<file path="src/rtl/pixel_pkg.sv">
// Shared screen geometry and colour codes for the pixel-stream producer and readers.
package pixel_pkg;

    localparam int unsigned SCREEN_W = 160;
    localparam int unsigned BASE_Y   = 84;
    localparam int unsigned RUN_MAX  = 79;
    localparam int unsigned PAIRS    = (SCREEN_W - 2) / 2;

    localparam logic [2:0] C_BG  = 3'b011;
    localparam logic [2:0] C_RUN = 3'b100;
    localparam logic [2:0] C_OBS = 3'b110;

    typedef enum logic {
        ST_SYNC,
        ST_RUN
    } scan_state_e;

    function automatic logic colour_known(input logic [2:0] c);
        return (c == C_BG) || (c == C_RUN) || (c == C_OBS);
    endfunction

endpackage

</file>
<file path="src/rtl/pixel_scan_decoder_if.sv">
// Pixel-write bus shared by the display serializer, the VGA adapter and its readers.
interface pixel_scan_decoder_if;
    logic [7:0] x;
    logic [6:0] y;
    logic [2:0] colour;
    logic       plot;

    modport master (output x, output y, output colour, output plot);
    modport slave  (input  x, input  y, input  colour, input  plot);
endinterface

</file>
<file path="src/rtl/pixel_classify.sv">
// Combinational decode of one pixel write: column class, pair index, baseline offset and legality.
module pixel_classify #(
    parameter int unsigned RUN_MAX = pixel_pkg::RUN_MAX,
    parameter int unsigned PAIRS   = pixel_pkg::PAIRS
) (
    input  logic [7:0] i_x,
    input  logic [6:0] i_y,
    input  logic [2:0] i_colour,
    output logic       o_is_runner_col,
    output logic       o_is_obs_col,
    output logic [6:0] o_pair,
    output logic [6:0] o_off,
    output logic       o_off_ok,
    output logic       o_colour_ok
);
    import pixel_pkg::*;

    logic [7:0] w_off8;

    // 8-bit subtraction: bit 7 set means the row lies below the baseline
    assign w_off8          = 8'(BASE_Y) - {1'b0, i_y};
    assign o_off           = w_off8[6:0];
    assign o_is_runner_col = (i_x <= 8'd1);
    assign o_is_obs_col    = (i_x >= 8'd2) && (i_x <= 8'(2 * PAIRS + 1));
    assign o_pair          = 7'((i_x - 8'd2) >> 1);
    assign o_colour_ok     = colour_known(i_colour);

    always_comb begin
        o_off_ok = 1'b0;
        if (!w_off8[7]) begin
            if (o_is_runner_col)
                o_off_ok = (w_off8 <= 8'(RUN_MAX));
            else if (o_is_obs_col)
                o_off_ok = (w_off8 <= 8'd3);
        end
    end

endmodule

</file>
<file path="src/rtl/pixel_scan_decoder.sv">
// Rebuilds runner height, obstacle heights and collision from the pixel-write stream, one frame at a time.
module pixel_scan_decoder #(
    parameter int unsigned RUN_MAX = pixel_pkg::RUN_MAX,
    parameter int unsigned PAIRS   = pixel_pkg::PAIRS
) (
    input  logic                 clk,
    input  logic                 reset,
    pixel_scan_decoder_if.slave  pix,
    output logic [6:0]           runner_height,
    output logic                 runner_valid,
    output logic [2*PAIRS-1:0]   obst_map,
    output logic                 collision,
    output logic                 frame_done,
    output logic [15:0]          frame_count,
    output logic                 proto_err
);
    import pixel_pkg::*;

    scan_state_e r_state, w_state_next;

    logic [7:0]         r_prev_x;
    logic [6:0]         r_run_min;
    logic               r_run_seen;
    logic [2*PAIRS-1:0] r_h;

    logic [6:0]         r_runner_height;
    logic               r_runner_valid;
    logic [2*PAIRS-1:0] r_obst_map;
    logic               r_collision;
    logic               r_frame_done;
    logic [15:0]        r_frame_count;
    logic               r_proto_err;

    logic       w_is_runner_col, w_is_obs_col, w_off_ok, w_colour_ok;
    logic [6:0] w_pair, w_off;
    logic [7:0] w_bit_idx;

    logic w_sync_hit, w_boundary;
    logic w_start_frame, w_process, w_publish;
    logic w_err, w_acc_run, w_acc_obs, w_collision;

    logic [6:0]         w_run_min_nx;
    logic               w_run_seen_nx;
    logic [2*PAIRS-1:0] w_h_nx;

    pixel_classify #(
        .RUN_MAX (RUN_MAX),
        .PAIRS   (PAIRS)
    ) u_classify (
        .i_x             (pix.x),
        .i_y             (pix.y),
        .i_colour        (pix.colour),
        .o_is_runner_col (w_is_runner_col),
        .o_is_obs_col    (w_is_obs_col),
        .o_pair          (w_pair),
        .o_off           (w_off),
        .o_off_ok        (w_off_ok),
        .o_colour_ok     (w_colour_ok)
    );

    assign w_sync_hit = pix.plot && (pix.x == 8'd0) && (pix.y == 7'(BASE_Y));
    assign w_boundary = pix.plot && (pix.x == 8'd0) && (r_prev_x >= 8'd2);

    always_ff @(posedge clk) begin
        if (reset)
            r_state <= ST_SYNC;
        else
            r_state <= w_state_next;
    end

    always_comb begin
        w_state_next = r_state;
        unique case (r_state)
            ST_SYNC: if (w_sync_hit) w_state_next = ST_RUN;
            ST_RUN:  w_state_next = ST_RUN;
            default: w_state_next = ST_SYNC;
        endcase
    end

    // The sync pixel opens the first frame exactly like a boundary pixel, minus publishing
    always_comb begin
        w_start_frame = 1'b0;
        w_process     = 1'b0;
        w_publish     = 1'b0;
        unique case (r_state)
            ST_SYNC: begin
                w_start_frame = w_sync_hit;
                w_process     = w_sync_hit;
            end
            ST_RUN: begin
                w_start_frame = w_boundary;
                w_publish     = w_boundary;
                w_process     = pix.plot;
            end
            default: ;
        endcase
    end

    assign w_err     = w_process && !(w_off_ok && w_colour_ok);
    assign w_acc_run = w_process && !w_err && w_is_runner_col && !pix.x[0]
                       && (pix.colour == C_RUN) && (w_off != 7'd0);
    assign w_acc_obs = w_process && !w_err && w_is_obs_col
                       && (pix.colour == C_OBS) && (w_off != 7'd0);
    assign w_bit_idx = {w_pair, 1'b0};

    always_comb begin
        w_run_min_nx  = w_start_frame ? 7'h7F : r_run_min;
        w_run_seen_nx = w_start_frame ? 1'b0  : r_run_seen;
        w_h_nx        = w_start_frame ? '0    : r_h;
        if (w_acc_run) begin
            w_run_seen_nx = 1'b1;
            if (w_off < w_run_min_nx)
                w_run_min_nx = w_off;
        end
        if (w_acc_obs && (w_off[1:0] > w_h_nx[w_bit_idx +: 2]))
            w_h_nx[w_bit_idx +: 2] = w_off[1:0];
    end

    assign w_collision = r_run_seen && (r_h[1:0] != 2'b00)
                         && (r_run_min <= {5'b0, r_h[1:0]});

    always_ff @(posedge clk) begin
        if (reset) begin
            r_prev_x        <= '0;
            r_run_min       <= 7'h7F;
            r_run_seen      <= 1'b0;
            r_h             <= '0;
            r_runner_height <= '0;
            r_runner_valid  <= 1'b0;
            r_obst_map      <= '0;
            r_collision     <= 1'b0;
            r_frame_done    <= 1'b0;
            r_frame_count   <= '0;
            r_proto_err     <= 1'b0;
        end else begin
            r_frame_done <= w_publish;
            if (pix.plot)
                r_prev_x <= pix.x;
            if (w_process) begin
                r_run_min  <= w_run_min_nx;
                r_run_seen <= w_run_seen_nx;
                r_h        <= w_h_nx;
            end
            if (w_err)
                r_proto_err <= 1'b1;
            if (w_publish) begin
                r_runner_height <= r_run_seen ? r_run_min : '0;
                r_runner_valid  <= r_run_seen;
                r_obst_map      <= r_h;
                r_collision     <= w_collision;
                r_frame_count   <= r_frame_count + 16'd1;
            end
        end
    end

    assign runner_height = r_runner_height;
    assign runner_valid  = r_runner_valid;
    assign obst_map      = r_obst_map;
    assign collision     = r_collision;
    assign frame_done    = r_frame_done;
    assign frame_count   = r_frame_count;
    assign proto_err     = r_proto_err;

endmodule

</file>
<file path="src/flat_wrapper.sv">
// flat-port wrapper written by rule: the top's interface ports become plain ports
module pixel_scan_decoder_flat import pixel_pkg::*;
#(
    parameter int unsigned RUN_MAX = pixel_pkg::RUN_MAX,
    parameter int unsigned PAIRS   = pixel_pkg::PAIRS
)
  (clk, reset, runner_height, runner_valid, obst_map, collision, frame_done, frame_count, proto_err, pix_x, pix_y, pix_colour, pix_plot);
  pixel_scan_decoder_if pix_i ();
  input  logic clk;
  input  logic reset;
  output logic [6:0] runner_height;
  output logic runner_valid;
  output logic [2*PAIRS-1:0] obst_map;
  output logic collision;
  output logic frame_done;
  output logic [15:0] frame_count;
  output logic proto_err;
  input wire logic [$bits(pix_i.x)-1:0] pix_x;
  input wire logic [$bits(pix_i.y)-1:0] pix_y;
  input wire logic [$bits(pix_i.colour)-1:0] pix_colour;
  input wire logic [$bits(pix_i.plot)-1:0] pix_plot;
  assign pix_i.x = pix_x;
  assign pix_i.y = pix_y;
  assign pix_i.colour = pix_colour;
  assign pix_i.plot = pix_plot;
  pixel_scan_decoder #(.RUN_MAX(RUN_MAX), .PAIRS(PAIRS)) u_core (.clk(clk), .reset(reset), .pix(pix_i), .runner_height(runner_height), .runner_valid(runner_valid), .obst_map(obst_map), .collision(collision), .frame_done(frame_done), .frame_count(frame_count), .proto_err(proto_err));
endmodule
</file>
<file path="config.mk">
export PLATFORM = sky130hd
export DESIGN_NAME = pixel_scan_decoder_flat
export DESIGN_NICKNAME = d
export VERILOG_FILES = /design/src/rtl/pixel_pkg.sv /design/src/rtl/pixel_scan_decoder_if.sv /design/src/rtl/pixel_classify.sv /design/src/rtl/pixel_scan_decoder.sv /design/src/flat_wrapper.sv
export SDC_FILE = /design/constraint.sdc
export NUM_CORES = 1
export LEC_CHECK = 0
export CAP_MARGIN = 10
export CORE_MARGIN = 1.5
export CORE_UTILIZATION = 39
export CTS_CLUSTER_DIAMETER = 120
export DETAILED_ROUTE_END_ITERATION = 8
export GPL_ROUTABILITY_DRIVEN = 0
export RECOVER_POWER = 50
export SLEW_MARGIN = 15
export SYNTH_ARGS = -nofsm -noshare
export SYNTH_HDL_FRONTEND = slang
export SYNTH_SLANG_ARGS = --single-unit
</file>
<file path="constraint.sdc">
create_clock -name clk -period 5.9 [get_ports clk]
set_input_delay 1.77 -clock clk [delete_from_list [all_inputs] [get_ports clk]]
set_output_delay 1.77 -clock clk [all_outputs]
set_load 0.01 [all_outputs]
</file>
==> impl_metrics.csv, run 1 <==
group,metric,value,unit
route,routed_wl,63.8,mm
placed_design,place_hpwl,45.7,mm
timing,hold_violations,0,
floorplanning,fp.dieW,211,um
clock_network,clkSinkCount,359,
timing,period_share,97.8,%
clock_network,insertion_delay,580,ps
worst_setup_path,crit_type,"input pin to register",
clock_network,max-clock-path-buffers,3,
route,antenna_left,0,
flow_run,maxCapViolCount,4,
min_path,holdPathStages,2,
synth,synth_edf_count,0,
global_routing,grt_max_degree,112,
global_routing,grtUsageTotal,28.4,%
synth,synth_compound_area_share,14.2,%
synth,synth_area_leaders,"dfxtp_1, nand2_1, mux2i_1",
worst_setup_path,r2r_cells,19,
timing,period_needed,5770,ps
synth,syn_nets,2048,
synth,synth.mux.area_fraction,12.7,%
synth,ys_seq_area_share,42.8,%
cells_and_area,drive_gt1_share,15.2,%
power,peakVddDrop,0.000163,V
worst_setup_path,r2r_start,"u_core.r_prev_x[3]$_SDFFE_PP0P_",
synth,synth_seq_cells,359,
worst_setup_path,cp_top_family,"compound AO/OA/AOI/OAI gates",
synth,syn_inst,2010,
global_routing,first_global_vias,16000,
floorplanning,fp.dieH,211,um
outcome,violations,"max-capacitance violations, max-slew violations",
synth,yosysTopAreaCellShare,42.8,%
worst_setup_path,r2r-end,"u_core.r_h[24]$_SDFFE_PP0P_",
floorplanning,core,42200,um2
worst_setup_path,crit_arrival,6200,ps
timing,finClkSkew,19.6,ps
route,viasPerCell,5.78,
power,p_leak,0.00856,uW
worst_setup_path,max_stage_delay,500,ps
route,wl_per_cell,22.3,um
worst_setup_path,critPathSlowestCell,"clkdlybuf4s50_1",
route,drt_iter0_drc,1829,
timing,max_freq,0.173,GHz
clock_network,postCtsHoldBufs,0,
power,power.density,252,nW/um2
worst_setup_path,r2r_slack,1360,ps
synth,synth_fa_ha_area_share,1.27,%
synth,synth_xor_area_share,1.86,%
timing,slew_violations,371,
clock_network,numCtsBuffers,40,
cells_and_area,fillers,4013,
route,num_vias,16500,
worst_setup_path,worstSetupStartpointType,"input pin",
global_routing,grt_pass1_wl,96.4,mm
clock_network,htreeDepth,2,
synth,ys.flop_type,"dfxtp_1",
floorplanning,num_rows,75,
worst_setup_path,critPathRequiredTime,6330,ps
synth,synthesis.area,16800,um2
global_routing,antenna_found_initial,0,
clock_network,cts_tree,"built",
worst_setup_path,cp_max_fo,9,
synth,yosysWarnings,0,
cells_and_area,final_util,52.0,%
route,dr.pass1.iters,8,
worst_setup_path,critPathCaptureType,"register",
min_path,hp-start,"u_core.obst_map[7]$_SDFFE_PP0P_",
timing,grt_setup_unrepaired,"false",
synth,yosysTopAreaCell,"dfxtp_1",
route,drc,0,
min_path,hold_class,"register to register",
cells_and_area,nNetsFinal,2324,
worst_setup_path,path_buf_inv,6,
min_path,min_to,"u_core.obst_map[7]$_SDFFE_PP0P_",
clock_network,clk_pin_slew,60,ps
synth,syn_area_per_cell,8.36,um2
synth,synth_top_family_by_area,"simple AND/OR/NAND/NOR gates",
placed_design,port_buffers,205,
floorplanning,start_util,39.8,%
worst_setup_path,crit_chain,"clkdlybuf4s50_1 > inv_1 > ha_1 > and4b_1 > and4_4 > a21oi_1 > buf_4 > a21oi_1 > o21ai_0 > o22ai_2 > ha_1 > nor2b_1 > o2111ai_1 > nor3_1 > o311a_1 > buf_6 > o21a_1 > buf_12 > nand4_1 > buf_4 > mux2i_1",
timing,whs,448,ps
floorplanning,dieArea,44400,um2
floorplanning,io_pins,206,
global_routing,overflow,0,
outcome,outcome,"complete, but fails checks",
timing,tightest_slew,2530,ps
timing,setup_viol,0,
synth,synth_cell_types,89,
timing,slew_headroom,-68.9,%
cells_and_area,area_growth,30.5,%
clock_network,cts_root_buf,"clkbuf_16",
synth,synth-simple-area-share,23.1,%
synth,ys_async_sr_fraction,0,%
==> sequential cells by signal, indices dropped and copies added (netlist names), 7 cells and up <==
name                  cells
u_core.obst_map         158
u_core.r_run_min          7
u_core.frame_count       16
u_core.runner_height      7
u_core.r_h              158
u_core.r_prev_x           7
==> worst min-delay path, delay by kind of cell, from the launching register on <==
family | cells | cell delay, ps
DFF | 1 | 300
and+or+nand+nor | 1 | 50
AOI/OAI and AO/OA | 1 | 50
==> repair_timing <==
item                       in CTS  in global routing
pin swaps                       0                  9
gates resized for setup         3                 39
setup buffers                   0                  2
gates cloned                    0                  0
setup endpoints to repair      50                158
==> cell usage after synthesis (16+ instances only) <==
master,n
nand2_1,571
dfxtp_1,359
a21oi_1,200
mux2i_1,149
clkbuf_1,111
nand3_1,76
nor2_1,76
o211ai_1,32
o21ai_0,31
nand4_1,29
mux4_2,26
buf_2,25
o21ai_1,22
inv_1,21
nor3_1,21
nor3_2,18
ha_1,17
xor2_1,16
==> area by class of cell <==
type	instances	area [um2]	area share [%]
antenna	1	2.50	0.0114
clock buffer	53	1120	5.11
clock inverter	19	234	1.07
inverter	23	86.3	0.394
multi-input combinational	1475	9100	41.5
sequential	359	7190	32.8
tap	539	674	3.07
timing repair buffer	387	3530	16.1
==> cell usage in the layout (no fill, tap or decap), types with 14 or more instances in the layout <==
cell,count
nand3_1,76
dlygate4sd3_1,185
clkdlybuf4s50_1,14
buf_4,165
nor3_2,18
xor2_1,15
ha_1,15
clkbuf_16,41
o21ai_1,22
inv_1,19
mux2i_1,146
nor2_1,73
o211ai_1,32
mux4_2,26
nand2_1,569
a21oi_1,198
o21ai_0,30
nand4_1,29
dfxtp_1,359
nor3_1,21
==> worst max-delay path by stage <==
stage	startpoint	endpoint	cells past startpoint
2_1_floorplan	pix_x[1]	u_core.r_h[113]$_SDFFE_PP0P_	20
3_3_place_gp	pix_x[2]	u_core.r_h[136]$_SDFFE_PP0P_	23
3_5_place_dp	pix_x[2]	u_core.r_h[9]$_SDFFE_PP0P_	23
4_1_cts	pix_x[2]	u_core.r_h[136]$_SDFFE_PP0P_	23
5_1_grt	pix_y[0]	u_core.r_h[136]$_SDFFE_PP0P_	22
6_report	pix_y[0]	u_core.r_h[24]$_SDFFE_PP0P_	21
==> metal layers <==
metal | vias to the layer above | part of all wire [%] | global-route usage (%)
met1 | 7880 | 42 | 37.2
met5 | - | 0 | 0
met4 | 0 | 6.3 | 16.3
li1 | 7550 | - | -
met2 | 821 | 42 | 42.1
met3 | 269 | 9.4 | 7.78
==> through the flow <==
stage               instances  total power [uW]  setup TNS (ps)  area, um2  worst slack [ps]
floorplan                2010              2720               0      16800              8.93
global placement         2781              2920          -70640      20400              -614
detailed placement       2781              2920          -87300      20400              -708
CTS                      2853              5540               0      21800              12.4
global route             2855              5690               0      21900              11.5
finish                   2856              5530               0      21900               127
==> cell families (layout without fill, tap and decap cells) <==
| logic type | count (synthesis) | count (layout) |
|---|---|---|
| compound gates | 379 | 379 |
| xor+xnor | 31 | 31 |
| fa+ha+maj | 17 | 17 |
| buf+inv | 176 | 482 |
| flops | 359 | 359 |
| mux | 180 | 180 |
| other cells | 0 | 1 |
| simple gates | 868 | 868 |
==> report_power, final <==
group	switching, uW	internal, uW	total, uW
combinational	311	162	473
sequential	1.47	2430	2430
clock	1070	1560	2630
No activity file was read; power rests on OpenSTA's default activity.
==> run 2: changes to the inputs <==
--- a/config.mk
+++ b/config.mk
@@ -7,7 +7,7 @@
 export LEC_CHECK = 0
 export CAP_MARGIN = 10
 export CORE_MARGIN = 1.5
-export CORE_UTILIZATION = 39
+export CORE_UTILIZATION = 35
 export CTS_CLUSTER_DIAMETER = 120
 export DETAILED_ROUTE_END_ITERATION = 8
 export GPL_ROUTABILITY_DRIVEN = 0
==> impl_metrics.csv, run 2 (synthesis gave the netlist of run 1 again) <==
group,metric,value,unit
cells_and_area,area_growth,30.1,%
timing,period_share,98.7,%
route,dr.pass1.iters,7,
clock_network,cts_root_buf,"clkbuf_16",
worst_setup_path,critPathRequiredTime,6320,ps
clock_network,max-clock-path-buffers,3,
clock_network,cts_tree,"built",
power,p_leak,0.00845,uW
cells_and_area,nNetsFinal,2314,
route,drc,0,
global_routing,grtUsageTotal,25.5,%
clock_network,insertion_delay,590,ps
floorplanning,fp.dieH,222,um
placed_design,dp_slack,-874,ps
clock_network,clkSinkCount,359,
cells_and_area,drive_gt1_share,14.2,%
placed_design,place_hpwl,47.1,mm
power,power,5400,uW
cells_and_area,fillers,4594,
worst_setup_path,cp_max_fo,8,
worst_setup_path,crit_chain,"clkdlybuf4s50_1 > or4_1 > buf_4 > nor2_1 > buf_4 > nand2_4 > buf_4 > nand4_1 > nor4b_2 > a211oi_2 > o22ai_1 > ha_1 > nand2_1 > o2111ai_2 > nor3_1 > o311a_1 > buf_4 > buf_4 > o2111ai_4 > buf_12 > or2_1 > mux2i_1",
worst_setup_path,max_stage_delay,530,ps
timing,setup_ws,74.7,ps
timing,period_needed,5830,ps
route,antenna_left,0,
route,drt_iter0_drc,1952,
timing,slew_violations,143,
outcome,outcome,"complete, but fails checks",
floorplanning,io_pins,206,
worst_setup_path,critPathSlowestCell,"or4_1",
global_routing,grt_max_degree,146,
timing,finClkSkew,25.3,ps
global_routing,grt_pass1_wl,97.2,mm
timing,slew_headroom,-133,%
global_routing,antenna_found_initial,2,
min_path,hold_class,"register to register",
timing,setup_viol,0,
worst_setup_path,crit_top_cell,"buf_4",
clock_network,numCtsBuffers,41,
flow_run,maxCapViolCount,2,
timing,max_freq,0.172,GHz
worst_setup_path,critPathCaptureType,"register",
route,num_vias,16600,
clock_network,postCtsHoldBufs,0,
placed_design,port_buffers,205,
worst_setup_path,crit_arrival,6250,ps
timing,tightest_slew,3500,ps
cells_and_area,seqCellArea,7190,um2
cells_and_area,final_common_cell,"nand2_1",
global_routing,overflow,0,
floorplanning,start_util,35.4,%
clock_network,clk_pin_slew,60,ps
timing,whs,445,ps
floorplanning,fp.dieW,222,um
worst_setup_path,worstSetupStartpointType,"input pin",
outcome,violations,"max-capacitance violations, max-slew violations",
timing,hold_violations,0,
floorplanning,num_rows,80,
timing,fin_tns_setup,0,ps
route,wl_per_cell,22.2,um
power,power.density,247,nW/um2
route,viasPerCell,5.68,
worst_setup_path,crit_type,"input pin to register",
power,peakVddDrop,0.000206,V
global_routing,first_global_vias,16000,
cells_and_area,final_cell_mix,"nand2_1, dfxtp_1, a21oi_1, dlygate4sd3_1, buf_4",
cells_and_area,multi_input_area,9070,um2
floorplanning,dieArea,49400,um2
floorplanning,core,47500,um2
clock_network,htreeDepth,2,
route,routed_wl,64.7,mm
## run 2: routing by layer
metal	GRT usage (%)	share of wire, %
met5	0	0
met4	15.4	6.2
met3	6.02	9.6
met2	37.8	43
met1	33.6	42
## run 2: where the power goes
| group | internal (uW) | switching [uW] | leakage [uW] |
|---|---|---|---|
| clock network | 1430 | 1080 | 0.000633 |
| logic | 155 | 304 | 0.00492 |
| registers | 2430 | 1.56 | 0.00289 |
## run 2: worst max-delay path: cells and delay by family
| family | cells | cell delay, ps |
|---|---|---|
| AOI/OAI and AO/OA | 5 | 920 |
| adders and majority gates | 1 | 300 |
| buffers and inverters | 7 | 1520 |
| muxes | 1 | 140 |
| and+or+nand+nor | 8 | 1610 |
## run 2: path summary, 6_finish.rpt
check	startpoint	end	cells after the start	slack (ps)
setup reg to reg	u_core.r_prev_x[3]$_SDFFE_PP0P_	u_core.r_h[145]$_SDFFE_PP0P_	20	1390
setup / recovery	pix_x[3]	u_core.r_h[145]$_SDFFE_PP0P_	22	70
hold reg to reg	u_core.obst_map[15]$_SDFFE_PP0P_	u_core.obst_map[15]$_SDFFE_PP0P_	2	440
hold / removal	u_core.obst_map[15]$_SDFFE_PP0P_	u_core.obst_map[15]$_SDFFE_PP0P_	2	440
## run 2: area by class of cell
cell class | instances | share of cell area, %
clock inverter | 15 | 0.864
multi-input combinational | 1475 | 41.5
inverter | 23 | 0.395
clock buffer | 54 | 5.10
sequential | 359 | 32.9
tap | 615 | 3.52
timing repair buffer | 376 | 15.8
antenna | 1 | 0.0114
## run 2: metrics by stage
step,instance area (um2),std cells,utilization [%]
after floorplan,16800,2010,-
after global placement,20400,2844,42.9
after detailed placement,20400,2844,43.0
after CTS,21700,2913,45.7
after global routing,21900,2917,46.0
final,21900,2918,46.0
## run 2: timing repair
action                                  CTS  global route
gates resized for setup                   5            20
gates cloned                              0             1
buffers inserted                          0             3
pin swaps                                 3             6
endpoints found under the setup margin  158            78
